### config.mk
export PLATFORM = sky130hd
export DESIGN_NAME = mc_control_unit_flat
export DESIGN_NICKNAME = d
export VERILOG_FILES = /design/src/rtl/mc_pkg.sv /design/src/rtl/mc_control_unit_if.sv /design/src/rtl/mc_alu_decode.sv /design/src/rtl/mc_control_unit.sv /design/src/flat_wrapper.sv
export SDC_FILE = /design/constraint.sdc
export NUM_CORES = 1
export LEC_CHECK = 0
export BUFFER_PORTS_ARGS = -buffer_cell sky130_fd_sc_hd__buf_2
export CAP_MARGIN = 20
export CORE_UTILIZATION = 42
export DETAILED_ROUTE_END_ITERATION = 10
export GPL_ROUTABILITY_DRIVEN = 0
export GPL_TIMING_DRIVEN = 0
export PLACE_DENSITY = 0.67
export SLEW_MARGIN = 10
export SYNTH_ARGS = -nofsm -noshare
export SYNTH_HDL_FRONTEND = slang
export SYNTH_HIERARCHICAL = 1
export SYNTH_SLANG_ARGS = --single-unit
export TNS_END_PERCENT = 5
### constraint.sdc
create_clock -name clk -period 1.67 [get_ports clk]
set_input_delay 0.0835 -clock clk [delete_from_list [all_inputs] [get_ports clk]]
set_output_delay 0.0835 -clock clk [all_outputs]
set_load 0.1 [all_outputs]
### src/rtl/mc_pkg.sv
// Shared encodings for the multi-cycle control unit: FSM states, opcodes,
// ALU operation codes and datapath mux select codes.
package mc_pkg;

  typedef enum logic [3:0] {
    S_FETCH     = 4'd0,
    S_DECODE    = 4'd1,
    S_MEM_ADDR  = 4'd2,
    S_MEM_READ  = 4'd3,
    S_MEM_WB    = 4'd4,
    S_MEM_WRITE = 4'd5,
    S_EXEC_R    = 4'd6,
    S_ALU_WB    = 4'd7,
    S_BRANCH    = 4'd8,
    S_JUMP      = 4'd9,
    S_EXEC_I    = 4'd10
  } state_t;

  localparam logic [3:0] OP_R    = 4'd0;
  localparam logic [3:0] OP_LW   = 4'd1;
  localparam logic [3:0] OP_SW   = 4'd2;
  localparam logic [3:0] OP_BEQ  = 4'd3;
  localparam logic [3:0] OP_BNE  = 4'd4;
  localparam logic [3:0] OP_ADDI = 4'd5;
  localparam logic [3:0] OP_SLTI = 4'd6;
  localparam logic [3:0] OP_J    = 4'd7;

  localparam logic [2:0] ALU_ADD = 3'b000;
  localparam logic [2:0] ALU_SUB = 3'b001;
  localparam logic [2:0] ALU_AND = 3'b010;
  localparam logic [2:0] ALU_OR  = 3'b011;
  localparam logic [2:0] ALU_SLT = 3'b100;
  localparam logic [2:0] ALU_SEQ = 3'b101;

  localparam logic [1:0] SRCB_REG = 2'b00;
  localparam logic [1:0] SRCB_ONE = 2'b01;
  localparam logic [1:0] SRCB_IMM = 2'b10;

  localparam logic [1:0] PCSRC_ALU    = 2'b00;
  localparam logic [1:0] PCSRC_ALUOUT = 2'b01;
  localparam logic [1:0] PCSRC_JUMP   = 2'b10;

  // States that hold a memory strobe until mem_ready.
  function automatic logic is_wait_state(input state_t s);
    return (s == S_FETCH) || (s == S_MEM_READ) || (s == S_MEM_WRITE);
  endfunction

endpackage

### src/rtl/mc_control_unit_if.sv
// Control-unit <-> datapath bundle: instruction fields and flags in, ALU and mux
// controls out. The control unit is the master (initiator) side.
interface mc_control_unit_if;
  logic [3:0] opcode;
  logic [2:0] funct;
  logic       zero;
  logic       mem_ready;
  logic [2:0] ALU_control;
  logic       alu_src_a;
  logic [1:0] alu_src_b;
  logic       i_or_d;
  logic       mem_read;
  logic       mem_write;
  logic       ir_write;
  logic       pc_write;
  logic [1:0] pc_source;
  logic       reg_write;
  logic       reg_dst;
  logic       mem_to_reg;
  logic       illegal_op;
  logic       mem_timeout;
  logic [3:0] state;

  modport master (
    input  opcode, funct, zero, mem_ready,
    output ALU_control, alu_src_a, alu_src_b, i_or_d, mem_read, mem_write,
           ir_write, pc_write, pc_source, reg_write, reg_dst, mem_to_reg,
           illegal_op, mem_timeout, state
  );

  modport slave (
    output opcode, funct, zero, mem_ready,
    input  ALU_control, alu_src_a, alu_src_b, i_or_d, mem_read, mem_write,
           ir_write, pc_write, pc_source, reg_write, reg_dst, mem_to_reg,
           illegal_op, mem_timeout, state
  );
endinterface

### src/rtl/mc_alu_decode.sv
// Combinational ALU operation select from {latched opcode, funct, state}.
// Single home for the ALU code map; zero latency.
module mc_alu_decode
  import mc_pkg::*;
(
  input  logic [3:0] i_op,
  input  logic [2:0] i_funct,
  input  state_t     i_state,
  output logic [2:0] o_alu_ctrl
);

  always_comb begin
    o_alu_ctrl = ALU_ADD;
    case (i_state)
      S_EXEC_R: begin
        // funct codes beyond seq have no ALU op; fall back to add
        if (i_funct == 3'b110 || i_funct == 3'b111) o_alu_ctrl = ALU_ADD;
        else                                        o_alu_ctrl = i_funct;
      end
      S_EXEC_I: o_alu_ctrl = (i_op == OP_SLTI) ? ALU_SLT : ALU_ADD;
      S_BRANCH: o_alu_ctrl = ALU_SUB;
      default:  o_alu_ctrl = ALU_ADD;
    endcase
  end

endmodule

### src/rtl/mc_control_unit.sv
// Multi-cycle fetch/decode/execute/memory/writeback control FSM; R/I 4, LW 5, SW 4, branch/J 3 cycles
// plus memory waits (strobes held until mem_ready, bounded by MEM_WAIT_MAX). MC_PERF_CNT_EN adds instr_retired.
module mc_control_unit
  import mc_pkg::*;
#(
  parameter int unsigned MEM_WAIT_MAX = 15
) (
  input  logic               clk,
  input  logic               reset,
  mc_control_unit_if.master  bus
`ifdef MC_PERF_CNT_EN
  ,
  output logic [15:0]        instr_retired
`endif
);

  localparam logic [3:0] LP_WAIT_MAX   = 4'(MEM_WAIT_MAX);
  localparam logic       LP_TIMEOUT_EN = (MEM_WAIT_MAX != 0);

  state_t     r_state;
  state_t     w_next;
  logic [3:0] r_op;
  logic [3:0] r_wait_cnt;
  logic       w_timeout;
  logic [2:0] w_alu_ctrl;

  logic       w_alu_src_a;
  logic [1:0] w_alu_src_b;
  logic       w_i_or_d;
  logic       w_mem_read;
  logic       w_mem_write;
  logic       w_ir_write;
  logic       w_pc_write;
  logic [1:0] w_pc_source;
  logic       w_reg_write;
  logic       w_reg_dst;
  logic       w_mem_to_reg;
  logic       w_illegal_op;

  assign w_timeout = LP_TIMEOUT_EN && is_wait_state(r_state) && !bus.mem_ready
                     && (r_wait_cnt == LP_WAIT_MAX);

  mc_alu_decode u_alu_decode (
    .i_op      (r_op),
    .i_funct   (bus.funct),
    .i_state   (r_state),
    .o_alu_ctrl(w_alu_ctrl)
  );

  always_comb begin
    w_next = r_state;
    case (r_state)
      S_FETCH: begin
        if (bus.mem_ready)  w_next = S_DECODE;
        else if (w_timeout) w_next = S_FETCH;
      end
      S_DECODE: begin
        case (bus.opcode)
          OP_R:              w_next = S_EXEC_R;
          OP_LW, OP_SW:      w_next = S_MEM_ADDR;
          OP_BEQ, OP_BNE:    w_next = S_BRANCH;
          OP_ADDI, OP_SLTI:  w_next = S_EXEC_I;
          OP_J:              w_next = S_JUMP;
          default:           w_next = S_FETCH;
        endcase
      end
      S_MEM_ADDR:  w_next = (r_op == OP_LW) ? S_MEM_READ : S_MEM_WRITE;
      S_MEM_READ: begin
        if (bus.mem_ready)  w_next = S_MEM_WB;
        else if (w_timeout) w_next = S_FETCH;
      end
      S_MEM_WRITE: begin
        if (bus.mem_ready || w_timeout) w_next = S_FETCH;
      end
      S_EXEC_R, S_EXEC_I: w_next = S_ALU_WB;
      default:            w_next = S_FETCH;
    endcase
  end

  always_ff @(posedge clk) begin
    if (reset) begin
      r_state    <= S_FETCH;
      r_op       <= 4'd0;
      r_wait_cnt <= 4'd0;
    end else begin
      r_state <= w_next;
      if (r_state == S_DECODE) r_op <= bus.opcode;
      // Counts only stalled cycles; any exit (completion or timeout) restarts it
      if (is_wait_state(r_state) && !bus.mem_ready && !w_timeout)
        r_wait_cnt <= (r_wait_cnt == 4'hF) ? 4'hF : r_wait_cnt + 4'd1;
      else
        r_wait_cnt <= 4'd0;
    end
  end

  always_comb begin
    w_alu_src_a  = 1'b0;
    w_alu_src_b  = SRCB_REG;
    w_i_or_d     = 1'b0;
    w_mem_read   = 1'b0;
    w_mem_write  = 1'b0;
    w_ir_write   = 1'b0;
    w_pc_write   = 1'b0;
    w_pc_source  = PCSRC_ALU;
    w_reg_write  = 1'b0;
    w_reg_dst    = 1'b0;
    w_mem_to_reg = 1'b0;
    w_illegal_op = 1'b0;
    if (!reset) begin
      case (r_state)
        S_FETCH: begin
          w_alu_src_b = SRCB_ONE;
          w_mem_read  = !w_timeout;
          w_ir_write  = bus.mem_ready;
          w_pc_write  = bus.mem_ready;
        end
        S_DECODE: begin
          w_alu_src_b  = SRCB_IMM;
          w_illegal_op = bus.opcode[3];
        end
        S_MEM_ADDR, S_EXEC_I: begin
          w_alu_src_a = 1'b1;
          w_alu_src_b = SRCB_IMM;
        end
        S_EXEC_R: w_alu_src_a = 1'b1;
        S_MEM_READ: begin
          w_i_or_d   = 1'b1;
          w_mem_read = !w_timeout;
        end
        S_MEM_WRITE: begin
          w_i_or_d    = 1'b1;
          w_mem_write = !w_timeout;
        end
        S_MEM_WB: begin
          w_reg_write  = 1'b1;
          w_mem_to_reg = 1'b1;
        end
        S_ALU_WB: begin
          w_reg_write = 1'b1;
          w_reg_dst   = (r_op == OP_R);
        end
        S_BRANCH: begin
          w_alu_src_a = 1'b1;
          w_pc_source = PCSRC_ALUOUT;
          w_pc_write  = (r_op == OP_BEQ) ? bus.zero : !bus.zero;
        end
        S_JUMP: begin
          w_pc_source = PCSRC_JUMP;
          w_pc_write  = 1'b1;
        end
        default: ;
      endcase
    end
  end

  assign bus.ALU_control = reset ? ALU_ADD : w_alu_ctrl;
  assign bus.alu_src_a   = w_alu_src_a;
  assign bus.alu_src_b   = w_alu_src_b;
  assign bus.i_or_d      = w_i_or_d;
  assign bus.mem_read    = w_mem_read;
  assign bus.mem_write   = w_mem_write;
  assign bus.ir_write    = w_ir_write;
  assign bus.pc_write    = w_pc_write;
  assign bus.pc_source   = w_pc_source;
  assign bus.reg_write   = w_reg_write;
  assign bus.reg_dst     = w_reg_dst;
  assign bus.mem_to_reg  = w_mem_to_reg;
  assign bus.illegal_op  = w_illegal_op;
  assign bus.mem_timeout = reset ? 1'b0 : w_timeout;
  assign bus.state       = reset ? 4'(S_FETCH) : 4'(r_state);

`ifdef MC_PERF_CNT_EN
  logic [15:0] r_instr_retired;
  logic        w_retire;

  // Illegal and timeout exits never pass through these states with completion
  assign w_retire = (r_state == S_ALU_WB) || (r_state == S_MEM_WB) ||
                    (r_state == S_BRANCH) || (r_state == S_JUMP) ||
                    ((r_state == S_MEM_WRITE) && bus.mem_ready);

  always_ff @(posedge clk) begin
    if (reset)         r_instr_retired <= 16'd0;
    else if (w_retire) r_instr_retired <= r_instr_retired + 16'd1;
  end

  assign instr_retired = reset ? 16'd0 : r_instr_retired;
`endif

endmodule

### src/flat_wrapper.sv
// flat-port wrapper written by rule: the top's interface ports become plain ports
module mc_control_unit_flat import mc_pkg::*;
#(
  parameter int unsigned MEM_WAIT_MAX = 15
)
  (clk, reset, bus_opcode, bus_funct, bus_zero, bus_mem_ready, bus_ALU_control, bus_alu_src_a, bus_alu_src_b, bus_i_or_d, bus_mem_read, bus_mem_write, bus_ir_write, bus_pc_write, bus_pc_source, bus_reg_write, bus_reg_dst, bus_mem_to_reg, bus_illegal_op, bus_mem_timeout, bus_state);
  mc_control_unit_if bus_i ();
  input  logic clk;
  input  logic reset;
  input wire logic [$bits(bus_i.opcode)-1:0] bus_opcode;
  input wire logic [$bits(bus_i.funct)-1:0] bus_funct;
  input wire logic [$bits(bus_i.zero)-1:0] bus_zero;
  input wire logic [$bits(bus_i.mem_ready)-1:0] bus_mem_ready;
  output wire logic [$bits(bus_i.ALU_control)-1:0] bus_ALU_control;
  output wire logic [$bits(bus_i.alu_src_a)-1:0] bus_alu_src_a;
  output wire logic [$bits(bus_i.alu_src_b)-1:0] bus_alu_src_b;
  output wire logic [$bits(bus_i.i_or_d)-1:0] bus_i_or_d;
  output wire logic [$bits(bus_i.mem_read)-1:0] bus_mem_read;
  output wire logic [$bits(bus_i.mem_write)-1:0] bus_mem_write;
  output wire logic [$bits(bus_i.ir_write)-1:0] bus_ir_write;
  output wire logic [$bits(bus_i.pc_write)-1:0] bus_pc_write;
  output wire logic [$bits(bus_i.pc_source)-1:0] bus_pc_source;
  output wire logic [$bits(bus_i.reg_write)-1:0] bus_reg_write;
  output wire logic [$bits(bus_i.reg_dst)-1:0] bus_reg_dst;
  output wire logic [$bits(bus_i.mem_to_reg)-1:0] bus_mem_to_reg;
  output wire logic [$bits(bus_i.illegal_op)-1:0] bus_illegal_op;
  output wire logic [$bits(bus_i.mem_timeout)-1:0] bus_mem_timeout;
  output wire logic [$bits(bus_i.state)-1:0] bus_state;
  assign bus_i.opcode = bus_opcode;
  assign bus_i.funct = bus_funct;
  assign bus_i.zero = bus_zero;
  assign bus_i.mem_ready = bus_mem_ready;
  assign bus_ALU_control = bus_i.ALU_control;
  assign bus_alu_src_a = bus_i.alu_src_a;
  assign bus_alu_src_b = bus_i.alu_src_b;
  assign bus_i_or_d = bus_i.i_or_d;
  assign bus_mem_read = bus_i.mem_read;
  assign bus_mem_write = bus_i.mem_write;
  assign bus_ir_write = bus_i.ir_write;
  assign bus_pc_write = bus_i.pc_write;
  assign bus_pc_source = bus_i.pc_source;
  assign bus_reg_write = bus_i.reg_write;
  assign bus_reg_dst = bus_i.reg_dst;
  assign bus_mem_to_reg = bus_i.mem_to_reg;
  assign bus_illegal_op = bus_i.illegal_op;
  assign bus_mem_timeout = bus_i.mem_timeout;
  assign bus_state = bus_i.state;
  mc_control_unit #(.MEM_WAIT_MAX(MEM_WAIT_MAX)) u_core (.clk(clk), .reset(reset), .bus(bus_i));
endmodule
==> impl_metrics.json <==
{
  "cap_violations": 0,
  "clkPwrFrac": 0.241,
  "critPathLaunchType": "flip-flop",
  "final_common_cell": "nor2_1",
  "multi_input_area_sq_um": 957.2,
  "vias_per_cell": 5.624,
  "cp-end-kind": "primary output",
  "num_vias": 1108,
  "nNetsFinal": 184,
  "die_area_sq_um": 2737,
  "grt_pass1_vias": 1087,
  "antenna_found_initial": 0,
  "drive_above_1_share": 0.5030,
  "cpMaxStageDelayCell": "or3b_1",
  "min_period_ns": 1.952,
  "yosysWarnings": 6,
  "root_buffer": "clkbuf_4",
  "yosysTopAreaCell": "dfxtp_1",
  "highest_layer": "met4",
  "worstPathCellList": "buf_6, or3b_1, a2111oi_4, buf_6",
  "rows": 17,
  "dpl_cell_area_sq_um": 1445,
  "synthFlopType": "dfxtp_1",
  "regArea_sq_um": 256.5,
  "start_util": 0.4630,
  "synth.top_cell.area_share": 0.2259,
  "drc": 0,
  "tightest_slew_ns": 0.6275,
  "final_util": 0.7653,
  "drt_iter0_drc": 25,
  "cts_tree": "done",
  "p_seq_frac": 0.327,
  "timing.fmax_ghz": 0.5124,
  "dp_hpwl_um": 2122,
  "setup_viol": 8,
  "die_h_um": 52.32,
  "max_slew_margin": 0.5817,
  "synth_edf_count": 0,
  "switchingPower_mw": 0.3819,
  "setup_slack_ns": -0.2816,
  "cts_sinks": 12,
  "synthCells": 133,
  "grt_max_degree": 11,
  "numCtsBuffers": 3,
  "clock_skew_ns": 0.002922,
  "final_cell_mix": "nor2_1, buf_2, buf_6",
  "wire_per_inst_um": 15.29,
  "final_hold_viol_count": 0,
  "holdWs_ns": 0.07563,
  "slowest_delay_ns": 0.43,
  "leakage_nw": 0.6883,
  "numPortBuffers": 32,
  "drt_wl_total_um": 3013,
  "core_area_sq_um": 2297,
  "cts.clk_slew.worst_paths_ns": 0.08,
  "power_frac_comb": 0.432,
  "swShare": 0.3935,
  "violations": "negative setup slack",
  "track_usage": 0.2421,
  "hp-class": "input port to flip-flop",
  "async_reset_ff_frac": 0,
  "rsz0062_at_grt": "yes",
  "min_period_over_period": 1.169,
  "grt_overflow": 0,
  "status": "complete, but fails checks",
  "io_pins": 33,
  "ant_nets": 0,
  "met1_length_um": 1365,
  "cts_setup_buffers": 0,
  "arrival_ns": 1.87,
  "synthTopCellsByArea": "dfxtp_1, nor2_1, nand2b_1",
  "stdcell_area_sq_um": 1758,
  "cp_max_fo": 10,
  "final_max_slew_viol_count": 0,
  "finalSetupTns_ns": -1.072,
  "syn_area_per_cell_sq_um": 7.996,
  "mappedNetlistNets": 147,
  "criticalPathCategory": "flip-flop to primary output",
  "route.met2.wl_um": 1562,
  "clk_latency_ns": 0.28,
  "power_density_nw_per_um2": 552.1,
  "firstDrtPassIters": 4,
  "die_w_um": 52.32,
  "totalPowerFinal_mw": 0.9706,
  "yosysSeqAreaShare": 0.2259,
  "crit_top_cell": "buf_6",
  "p_int_mw": 0.5887,
  "clockBufferDepth": 2,
  "cp_data_required_time_ns": 1.59,
  "n_antenna_cell": 0,
  "synth.distinct_cells": 48,
  "grt_first_pass_wirelength_um": 4988,
  "synth_seq_cells": 12,
  "syn_area_sq_um": 1064,
  "nFillCells": 160,
  "syn_to_final_growth_pct": 65.29,
  "htree_num_levels": 1,
  "wl_met3_um": 61,
  "ir_drop_mv": 0.5819
}
==> cell families (layout without fill, tap and decap cells) <==
logic type / count (synthesis) / count (layout) / synth area share
AOI/OAI and AO/OA: 18 / 18 / 0.1235
xor gates and xnor gates: 5 / 5 / 0.04118
adders and majority gates: 4 / 4 / 0.04471
buffers and inverters: 16 / 52 / 0.08470
DFF: 12 / 12 / 0.2259
muxes: 4 / 4 / 0.03765
and+or+nand+nor: 74 / 74 / 0.4424
==> synth_stat cells, types with 2 or more instances <==
master	number
nor2_1	16
dfxtp_1	12
nand2b_1	7
inv_1	6
nor2b_1	6
nor3_1	6
mux2i_1	4
nand3_1	4
nand3b_1	4
nor4_1	4
and3_1	3
buf_2	3
buf_4	3
ha_1	3
nand2_1	3
nor3b_1	3
o21ai_0	3
xnor2_1	3
a211o_1	2
a211oi_1	2
a21oi_1	2
a31oi_1	2
and3b_1	2
buf_6	2
clkbuf_1	2
o21ai_1	2
or3b_1	2
xor2_1	2
==> registers in the layout (all words and copies together), names as in the netlist <==
name / cells
u_core/r_wait_cnt: 4
u_core/r_op: 4
u_core/r_state: 4
==> metrics by stage <==
stage,std cells,setup slack [ns]
after floorplan,133,-0.5395
after global placement,193,-0.2939
after detailed placement,193,-0.2926
after CTS,197,-0.2768
after global routing,197,-0.3466
final,197,-0.2816
==> area by class of cell <==
cell class                      count  area share
Tap cell                           28     0.01993
Multi-Input combinational cell    105      0.5445
Clock buffer                        4     0.02064
Buffer                             10     0.07117
Timing Repair Buffer               32      0.1851
Inverter                            6     0.01281
Sequential cell                    12      0.1459
==> worst paths after layout <==
check	from	slack, ns	endpoint	cells after the start
worst max-delay path	u_core/r_state[0]	-0.28	bus_pc_write	4
worst min-delay path	bus_opcode[0]	0.08	u_core/r_op[0]	3
worst max register to register	u_core/r_state[0]	0.14	u_core/r_state[0]	5
worst min register to register	u_core/r_wait_cnt[0]	0.47	u_core/r_wait_cnt[0]	1
==> repair_timing <==
item,in CTS,in global routing
cloned,0,0
hold buffers,0,0
pin swaps,3,1
resized for setup,66,18
endpoints found under the setup margin,22,18
==> per-layer routing <==
| layer | global-route usage | vias up |
|---|---|---|
| met5 | 0 | - |
| met2 | 0.4409 | 23 |
| met3 | 0.008696 | 4 |
| li1 | - | 552 |
| met1 | 0.3069 | 529 |
| met4 | 0.06579 | 0 |
==> power groups by stage <==
stage	logic [mW]	registers [mW]	clock network [mW]
after floorplan	0.293	0.318	0
after CTS	0.411	0.318	0.238
after global routing	0.443	0.320	0.247
final	0.419	0.318	0.234
after detailed placement	0.353	0.324	0
after global placement	0.348	0.324	0
==> worst max-delay path: cells and delay by family (launching register included) <==
kind            cells  cell delay (ns)
compound gates      1             0.39
buf+inv             2             0.42
flops               1             0.35
simple gates        1             0.43
No activity file was read; power rests on OpenSTA's default activity.
